$ cat config.mk
export PLATFORM = sky130hd
export DESIGN_NAME = store_buffer_flat
export DESIGN_NICKNAME = d
export VERILOG_FILES = /design/src/rtl/type_pkg.sv /design/src/rtl/store_buffer_if.sv /design/src/rtl/sb_fifo.sv /design/src/rtl/store_buffer.sv /design/src/flat_wrapper.sv
export SDC_FILE = /design/constraint.sdc
export NUM_CORES = 1
export LEC_CHECK = 0
export BUFFER_PORTS_ARGS = -buffer_cell sky130_fd_sc_hd__buf_2
export CELL_PAD_IN_SITES_DETAIL_PLACEMENT = 1
export CELL_PAD_IN_SITES_GLOBAL_PLACEMENT = 1
export CORE_MARGIN = 10
export CORE_UTILIZATION = 30
export DETAILED_ROUTE_END_ITERATION = 10
export MAX_ROUTING_LAYER = met4
export PLACE_DENSITY = 0.51
export SLEW_MARGIN = 20
export SYNTH_ARGS = -nofsm -noshare
export SYNTH_HDL_FRONTEND = slang
export SYNTH_SLANG_ARGS = --single-unit
$ cat constraint.sdc
create_clock -name clk -period 10.75 [get_ports clk]
set_clock_uncertainty 0.05 [all_clocks]
set_input_delay 0.5375 -clock clk [delete_from_list [all_inputs] [get_ports clk]]
set_output_delay 0.5375 -clock clk [all_outputs]
set_load 0.005 [all_outputs]
$ cat src/rtl/type_pkg.sv
// Shared data-port types plus the store-buffer state and entry types.
package type_pkg;

  typedef logic [31:0] addr_t;
  typedef logic [31:0] data_t;
  typedef logic [3:0]  byte_en_t;

  typedef enum logic [1:0] {
    IDLE,
    LOAD,
    DRAIN
  } sb_state_t;

  typedef struct packed {
    addr_t    addr;
    data_t    wdata;
    byte_en_t byte_enable;
  } sb_entry_t;

endpackage

$ cat src/rtl/store_buffer_if.sv
// valid/ready request channel shared by the core data port and the dcache port.
interface store_buffer_if;
  import type_pkg::*;

  logic     valid;
  addr_t    addr;
  data_t    wdata;
  byte_en_t byte_enable;
  logic     ready;
  data_t    rdata;

  modport master (
    output valid, addr, wdata, byte_enable,
    input  ready, rdata
  );

  modport slave (
    input  valid, addr, wdata, byte_enable,
    output ready, rdata
  );
endinterface

$ cat src/rtl/sb_fifo.sv
// Circular store buffer with wrap-bit pointers and a per-entry word-address hit vector.
module sb_fifo
  import type_pkg::*;
#(
  parameter int unsigned DEPTH = 4
) (
  input  logic                   clk,
  input  logic                   rst,
  input  logic                   push,
  input  sb_entry_t              push_entry,
  input  logic                   pop,
  input  logic [29:0]            hit_addr,
  output sb_entry_t              head,
  output logic [$clog2(DEPTH):0] count,
  output logic [DEPTH-1:0]       hit
);

  localparam int unsigned AW = $clog2(DEPTH);

  logic [AW:0] r_wr_ptr;
  logic [AW:0] r_rd_ptr;
  sb_entry_t   r_mem [DEPTH];

  always_ff @(posedge clk or posedge rst) begin
    if (rst) begin
      r_wr_ptr <= '0;
      r_rd_ptr <= '0;
    end else begin
      if (push) r_wr_ptr <= r_wr_ptr + 1'b1;
      if (pop)  r_rd_ptr <= r_rd_ptr + 1'b1;
    end
  end

  always_ff @(posedge clk) begin
    if (push) r_mem[r_wr_ptr[AW-1:0]] <= push_entry;
  end

  assign count = r_wr_ptr - r_rd_ptr;
  assign head  = r_mem[r_rd_ptr[AW-1:0]];

  // A slot is live when its distance from the head is below the occupancy.
  always_comb begin
    hit = '0;
    for (int unsigned i = 0; i < DEPTH; i++) begin
      hit[i] = ({1'b0, AW'(AW'(i) - r_rd_ptr[AW-1:0])} < count) &&
               (r_mem[AW'(i)].addr[31:2] == hit_addr);
    end
  end

endmodule

$ cat src/rtl/store_buffer.sv
// Posted-write buffer between core data port and dcache; loads bypass
// buffered stores unless they alias one, in which case the buffer drains first.
module store_buffer
  import type_pkg::*;
#(
  parameter int unsigned DEPTH = 4
) (
  input  logic                   clk,
  input  logic                   rst,
  store_buffer_if.slave          core,
  store_buffer_if.master         cache,
  output logic                   empty,
  output logic [$clog2(DEPTH):0] count
);

  localparam int unsigned CW = $clog2(DEPTH) + 1;

  sb_state_t  r_state;
  logic       r_core_ready;
  logic       r_hit_wait;
  logic       r_cache_valid;
  sb_entry_t  r_cache_req;

  logic       w_is_store;
  logic       w_is_load;
  logic       w_store_acc;
  logic       w_load_ok;
  logic       w_pop;
  logic       w_load_done;
  logic [DEPTH-1:0] w_hit;
  logic [CW-1:0]    w_count;
  sb_entry_t  w_head;
  sb_entry_t  w_push_entry;

  assign w_is_store  = core.valid && (core.byte_enable != '0);
  assign w_is_load   = core.valid && (core.byte_enable == '0);
  assign w_store_acc = w_is_store && !r_core_ready && (w_count < CW'(DEPTH));
  // Once a load has aliased, it stays blocked until the whole buffer is empty.
  assign w_load_ok   = w_is_load && ((w_count == '0) || (!(|w_hit) && !r_hit_wait));
  assign w_pop       = (r_state == DRAIN) && cache.ready;
  assign w_load_done = (r_state == LOAD) && cache.ready;
  assign w_push_entry = '{addr: core.addr, wdata: core.wdata, byte_enable: core.byte_enable};

  sb_fifo #(.DEPTH(DEPTH)) u_fifo (
    .clk        (clk),
    .rst        (rst),
    .push       (w_store_acc),
    .push_entry (w_push_entry),
    .pop        (w_pop),
    .hit_addr   (core.addr[31:2]),
    .head       (w_head),
    .count      (w_count),
    .hit        (w_hit)
  );

  always_ff @(posedge clk or posedge rst) begin
    if (rst) begin
      r_state       <= IDLE;
      r_core_ready  <= 1'b0;
      r_hit_wait    <= 1'b0;
      r_cache_valid <= 1'b0;
      r_cache_req   <= '0;
    end else begin
      r_core_ready <= w_store_acc;
      if (r_state == LOAD)
        r_hit_wait <= 1'b0;
      else if (w_is_load && (|w_hit))
        r_hit_wait <= 1'b1;

      case (r_state)
        IDLE: begin
          if (w_load_ok) begin
            r_state       <= LOAD;
            r_cache_valid <= 1'b1;
            r_cache_req   <= '{addr: core.addr, wdata: '0, byte_enable: '0};
          end else if (w_count != '0) begin
            r_state       <= DRAIN;
            r_cache_valid <= 1'b1;
            r_cache_req   <= w_head;
          end
        end
        LOAD, DRAIN: begin
          if (cache.ready) begin
            r_state       <= IDLE;
            r_cache_valid <= 1'b0;
            r_cache_req   <= '0;
          end
        end
        default: r_state <= IDLE;
      endcase
    end
  end

  assign cache.valid       = r_cache_valid;
  assign cache.addr        = r_cache_req.addr;
  assign cache.wdata       = r_cache_req.wdata;
  assign cache.byte_enable = r_cache_req.byte_enable;

  assign core.ready = r_core_ready | w_load_done;
  assign core.rdata = w_load_done ? cache.rdata : '0;

  assign count = w_count;
  assign empty = (w_count == '0) && (r_state == IDLE);

endmodule
$ cat src/flat_wrapper.sv
// flat-port wrapper written by rule: the top's interface ports become plain ports
module store_buffer_flat import type_pkg::*;
#(
  parameter int unsigned DEPTH = 4
)
  (clk, rst, empty, count, core_valid, core_addr, core_wdata, core_byte_enable, core_ready, core_rdata, cache_valid, cache_addr, cache_wdata, cache_byte_enable, cache_ready, cache_rdata);
  store_buffer_if core_i ();
  store_buffer_if cache_i ();
  input  logic clk;
  input  logic rst;
  output logic empty;
  output logic [$clog2(DEPTH):0] count;
  input wire logic [$bits(core_i.valid)-1:0] core_valid;
  input wire logic [$bits(core_i.addr)-1:0] core_addr;
  input wire logic [$bits(core_i.wdata)-1:0] core_wdata;
  input wire logic [$bits(core_i.byte_enable)-1:0] core_byte_enable;
  output wire logic [$bits(core_i.ready)-1:0] core_ready;
  output wire logic [$bits(core_i.rdata)-1:0] core_rdata;
  output wire logic [$bits(cache_i.valid)-1:0] cache_valid;
  output wire logic [$bits(cache_i.addr)-1:0] cache_addr;
  output wire logic [$bits(cache_i.wdata)-1:0] cache_wdata;
  output wire logic [$bits(cache_i.byte_enable)-1:0] cache_byte_enable;
  input wire logic [$bits(cache_i.ready)-1:0] cache_ready;
  input wire logic [$bits(cache_i.rdata)-1:0] cache_rdata;
  assign core_i.valid = core_valid;
  assign core_i.addr = core_addr;
  assign core_i.wdata = core_wdata;
  assign core_i.byte_enable = core_byte_enable;
  assign core_ready = core_i.ready;
  assign core_rdata = core_i.rdata;
  assign cache_valid = cache_i.valid;
  assign cache_addr = cache_i.addr;
  assign cache_wdata = cache_i.wdata;
  assign cache_byte_enable = cache_i.byte_enable;
  assign cache_i.ready = cache_ready;
  assign cache_i.rdata = cache_rdata;
  store_buffer #(.DEPTH(DEPTH)) u_core (.clk(clk), .rst(rst), .core(core_i), .cache(cache_i), .empty(empty), .count(count));
endmodule
======== After elaboration in Yosys (flattened, before gate mapping) ========
Memories as Yosys holds them, arrays and structs flattened.
Index checks and enable logic that the tools add are counted.
storage, ports and cells
  memories ................................ 1
  logic and storage cells ................. 77
  bits in writable memories ............... 272
  input port bits ......................... 104
  register bits ........................... 79
  output and inout bits ................... 106
memory list
  memory               depth  width  read ports  clocked after Yosys merged registers in  wr ports  RTL line       source
  u_core.u_fifo.r_mem  4      68     5           0                                        1         sb_fifo.sv:22  sb_entry_t r_mem [DEPTH];
cells by class
  bitwise gates (word level) .............. 1
  reduce and logical (&&, ||, !) cells .... 29
  eq/ne operators ......................... 8
  $lt $le $gt $ge ......................... 5
  multiplexer cells ....................... 17
  add/sub/neg operators ................... 7
operators with widths
  kind                   count
  $mux W68               3
  $pmux W68 S2           1
  $eq A30 B30 Y1         4
  $mux W32               1
  $logic_and A1 B1 Y1    14
  $lt A2 B3 Y1           4
  $mux W1                7
  $add A3 B1 Y3 const B  2
  $mux W2                3
  $logic_not A4 Y1       1
  $pmux W2 S2            1
  $reduce_bool A2 Y1     2
  $reduce_bool A4 Y1     1
  $reduce_or A4 Y1       1
  $sub A1 B2 Y2 const A  2
  $sub A2 B2 Y2 const A  2
  $logic_not A1 Y1       3
  $logic_not A3 Y1       1
  $lt A3 B3 Y1 const B   1
  $ne A3 B1 Y1 const B   1
  $reduce_and A3 Y1      1
  $reduce_bool A3 Y1     1
  $sub A3 B3 Y3          1
  $eq A2 B1 Y1 const B   1
  8 further kinds        8

======== Depth between registers and ports, before layout ========
  depth after elaboration ................. 10
  mapped depth ............................ 14

======== Cells and area by module ========
Synthesis repeated with hierarchy kept, for this count alone.
unflattened totals
  cells, all modules ...................... 945
  area, all modules ....................... 15481.1 um^2
by module, submodules not included
  module        cells an instance  times used  area an instance (um^2)
  sb_fifo       603                1           11881.4
  store_buffer  342                1           3599.7

======== Least setup slack after synthesis ========
Ideal clock, no wire load.
  path kind ............................... reg-to-reg
  start point ............................. reg u_core.u_fifo.r_rd_ptr[1]
  end point ............................... mem u_core.u_fifo.r_mem[3][0] (netlist name), enable pin
  period minus slack after synthesis ...... 4531 ps
  slack ................................... 6219 ps
  library setup time ...................... 435 ps
  data arrival time ....................... 4046 ps
  stages on the path, launching flop included .. 10
  cell sequence ........................... dfrtp_1 clkbuf_1 clkbuf_1 inv_1 fa_1 xnor2_1 xnor2_1 inv_2 nor4b_2 and2_1
on the way
  cells in the longest elaborated chain, start to end .. 5
RTL lines
  what                           RTL line            source
  start, declared                sb_fifo.sv:21       logic [AW:0] r_rd_ptr;
  start signal, assigned         sb_fifo.sv:30       if (pop) r_rd_ptr <= r_rd_ptr + 1'b1;
  $sub A3 B3 Y3                  sb_fifo.sv:38       assign count = r_wr_ptr - r_rd_ptr;
  net count[2]                   flat_wrapper.sv:12  output logic [$clog2(DEPTH):0] count;
  $lt A3 B3 Y1                   store_buffer.sv:37  assign w_store_acc = w_is_store && !r_core_ready && (w_count < CW'(DEPTH));
  $logic_and A1 B1 Y1            store_buffer.sv:37
  net u_core.u_fifo.push         sb_fifo.sv:9        input logic push,
  $mux W1                        sb_fifo.sv:35       if (push) r_mem[r_wr_ptr[AW-1:0]] <= push_entry;
  $mux W1 (implied by the code)  sb_fifo.sv:35
  end, declared                  sb_fifo.sv:22
The timed path passes the listed nets, and every way through them passes these cells.

======== Worst setup path in the final report ========
  start point ............................. reg u_core.u_fifo.r_rd_ptr[0]
  end point ............................... mem u_core.u_fifo.r_mem[2][54] (netlist name), enable pin
on the way
  cells in the longest elaborated chain, start to end .. 5
RTL lines
  what                           RTL line
  $sub A3 B3 Y3                  sb_fifo.sv:38
  $lt A3 B3 Y1                   store_buffer.sv:37
  $logic_and A1 B1 Y1            store_buffer.sv:37
  net u_core.u_fifo.push         sb_fifo.sv:9
  $mux W1                        sb_fifo.sv:35
  $mux W1 (implied by the code)  sb_fifo.sv:35
The timed path passes the listed nets, and every way through them passes these cells.

==> results_dict.tcl <==
set metrics [dict create \
    status "finished clean" \
    start_util_pct 30.2 \
    dp_cells 1829 \
    critPathLaunchType "flop" \
    max_cap_viol_count 0 \
    drt-initial-drc-count 477 \
    synth.area.top_cells "edfxtp_1 (53%), dfrtp_1 (13%), mux4_2 (9.9%)" \
    final_util_pct 35.9 \
    critPathMaxStageDelay_ps 770 \
    grt_use_total_pct 15.2 \
    dp_hpwl_um 30200 \
    cts_sinks 351 \
    hold_depth 1 \
    syn-cell-area_um2 15400 \
    die_h_um 247 \
    yosysWarnings 0 \
    synth_seq_cells 351 \
    seqCellArea_um2 10200 \
    detail_route.first_pass.iterations 5 \
    reg2reg_slack_ps 6440 \
    finalSetupViolCount 0 \
    ios 210 \
    reg2reg_depth 9 \
    synth_cells 1014 \
    yosysSeqAreaShare_pct 65.7 \
    synth_flop_cell "edfxtp_1" \
    power.leakage_uw 0.00675 \
    wl_um 45300 \
    rsz0062_at_grt "false" \
    port_buffers 209 \
    synth.net_count 1136 \
    layout-drive-gt1-share_pct 31.5 \
    synth-edff-count 272 \
    finalHoldViolCount 0 \
    worst_pin_slew_ps 1010 \
    netlist_top_cells_count "edfxtp_1 (272), nand2_1 (144), dfrtp_1 (79), mux4_2 (68), xnor2_1 (65)" \
    slowest_stage "dfrtp_4" \
    fillers 5346 \
    yosysMostFrequentCell "edfxtp_1" \
    ys_types 39 \
    drc 0 \
    core_um2 51100 \
    crit_buf_inv 3 \
    path_cells "ha_1 -> inv_1 -> fa_1 -> xnor2_1 -> xnor2_1 -> inv_2 -> nor4b_2 -> and2_4 -> buf_4" \
    root_buffer "clkbuf_16" \
    grt_pass1_vias 9928 \
    clockBufferDepth 3 \
    yosysTopAreaCellShare_pct 52.9 \
    critPathRequiredTime_ps 10890 \
    final_cells 1910 \
    crit_family "simple AND/OR/NAND/NOR gates" \
    period_share_pct 40.1 \
    holdWs_ps 138 \
    relSlewSlack_pct 32.5 \
    antenna_found_initial 7 \
    avgSynthCellArea_um2 15.2 \
    multiInputGateArea_um2 4880 \
    power_uw 5010 \
    grt_max_degree 71 \
    r2r-end "u_core.u_fifo.r_mem[2][54]" \
    gp_congestion 0.793 \
    synth_top_area_cell "edfxtp_1" \
    slew_violations 0 \
    cts.clk_slew.worst_paths_ps 60 \
    wl_per_cell_um 23.7 \
    cts_made_buffers 40 \
    async_flop_share_pct 22.5 \
    hold_end "u_core.u_fifo.r_mem[0][29]" \
    cp.arrival_ps 4450 \
    nets 1314 \
    pwr_density_cell_nw_per_um2 273 \
    path_common_cell "xnor2_1" \
    routed_via_density 4.77 \
    cts_tree "yes" \
    layout_min_cycle_time_ps 4310 \
    hp-class "primary input to flop" \
    overflow 0 \
    vias 9110 \
    vdd_drop_max_v 0.000143 \
    fp.dieW_um 247 \
    antenna_left 0 \
    r2r-start "u_core.u_fifo.r_rd_ptr[0]" \
    final.setup.tns_ps 0 \
    area_growth_pct 18.9 \
    dieArea_um2 60900 \
    grt_pass1_wl_um 67200 \
    clk_latency_ps 560 \
    path_max_fanout 36 \
    path_class "flop to flop" \
    hp-start "core_wdata[25]" \
    rows 83 \
    end_kind "flop" \
    htree_levels 2 \
    max_freq_ghz 0.232 \
]
==> how the worst max path moves through the flow <==
| stage | to | slack, ps | startpoint | cells past startpoint |
|---|---|---|---|---|
| 5_1_grt | u_core.u_fifo.r_mem[2][62] | 6070 | u_core.u_fifo.r_rd_ptr[0] | 9 |
| 4_1_cts | u_core.u_fifo.r_mem[2][44] | 6330 | u_core.u_fifo.r_rd_ptr[0] | 9 |
| 3_5_place_dp | u_core.u_fifo.r_mem[2][51] | 6350 | u_core.u_fifo.r_rd_ptr[0] | 9 |
| 2_1_floorplan | u_core.u_fifo.r_mem[3][0] | 6220 | u_core.u_fifo.r_rd_ptr[1] | 9 |
| 3_3_place_gp | u_core.u_fifo.r_mem[2][55] | 6420 | u_core.u_fifo.r_rd_ptr[0] | 9 |
| 6_report | u_core.u_fifo.r_mem[2][54] | 6440 | u_core.u_fifo.r_rd_ptr[0] | 9 |
==> stage by stage <==
step | worst slack, ps | area, um2
detailed placement | 6350 | 17100
global route | 6070 | 18400
global placement | 6420 | 17100
floorplan | 6220 | 15400
CTS | 6330 | 18300
finish | 6440 | 18400
==> registers in the layout (all words and copies together), names as in the netlist <==
register,count
u_core.cache.byte_enable,4
u_core.r_core_ready,1
u_core.cache.valid,1
u_core.r_hit_wait,1
u_core.r_state,2
u_core.u_fifo.r_rd_ptr,3
u_core.u_fifo.r_mem,272
u_core.u_fifo.r_wr_ptr,3
u_core.cache.addr,32
u_core.cache.wdata,32
==> metal layers <==
layer | GRT usage [%] | part of all wire (%) | vias up
met1 | 19.1 | 44 | 4719
li1 | - | - | 4159
met4 | 4.20 | 2.1 | 0
met2 | 24.5 | 49 | 175
met3 | 3.03 | 4.4 | 57
met5 | - | 0 | -
==> layout make-up <==
cell class,count,share of cell area [%]
multi-input cells,564,26.6
inverters,14,0.300
clock buffers,56,6.05
clock inverters,18,0.832
diodes,6,0.0818
flip-flops and latches,351,55.3
repair buffers,221,6.22
well taps,680,4.64
==> layout by cell type, fill, tap and decap left out, types with 3 or more instances in the layout <==
master	Yosys	layout
mux4_2	68	68
and2_4	0	4
clkinv_2	0	5
nand2_1	144	144
buf_4	1	10
ha_1	17	17
clkbuf_1	49	11
nand4_1	18	18
and3_1	32	32
edfxtp_1	272	272
clkbuf_8	0	5
buf_2	30	209
nor3_1	3	3
nor2_1	8	7
clkinv_1	0	4
xor2_1	61	61
clkinvlp_4	0	5
nand3_1	34	34
clkbuf_16	0	40
o221ai_2	20	20
inv_1	13	12
diode_2	0	6
nor4_1	17	17
xnor2_1	65	65
o221ai_1	12	12
dfrtp_1	79	77
o21ai_0	41	41
==> cells by family (layout without fill, tap and decap cells) <==
logic type / count (synthesis) / after routing / share of synthesized area (%)
flip-flops: 351 / 351 / 65.7
XOR/XNOR: 126 / 126 / 7.15
AND/OR/NAND/NOR: 270 / 270 / 8.40
buffers and inverters: 99 / 309 / 2.92
adder cells (fa/ha/maj): 18 / 18 / 1.51
multiplexers: 68 / 68 / 9.92
AO/OA/AOI/OAI: 82 / 82 / 4.41
other: 0 / 6 / 0
==> where the power goes <==
part / switching (uW) / leakage (uW) / internal [uW]
Clock: 568 / 0.000604 / 753
Combinational: 979 / 0.00269 / 678
Sequential: 195 / 0.00345 / 1840
Total: 1740 / 0.00675 / 3270
==> timing repair <==
action	CTS	global route
setup endpoints to repair	0	0
endpoints found under the hold margin	31	0
hold buffers	1	0
buffers inserted	0	0
resized for setup	0	0
Note: power is estimated with default switching activity, not from simulation.
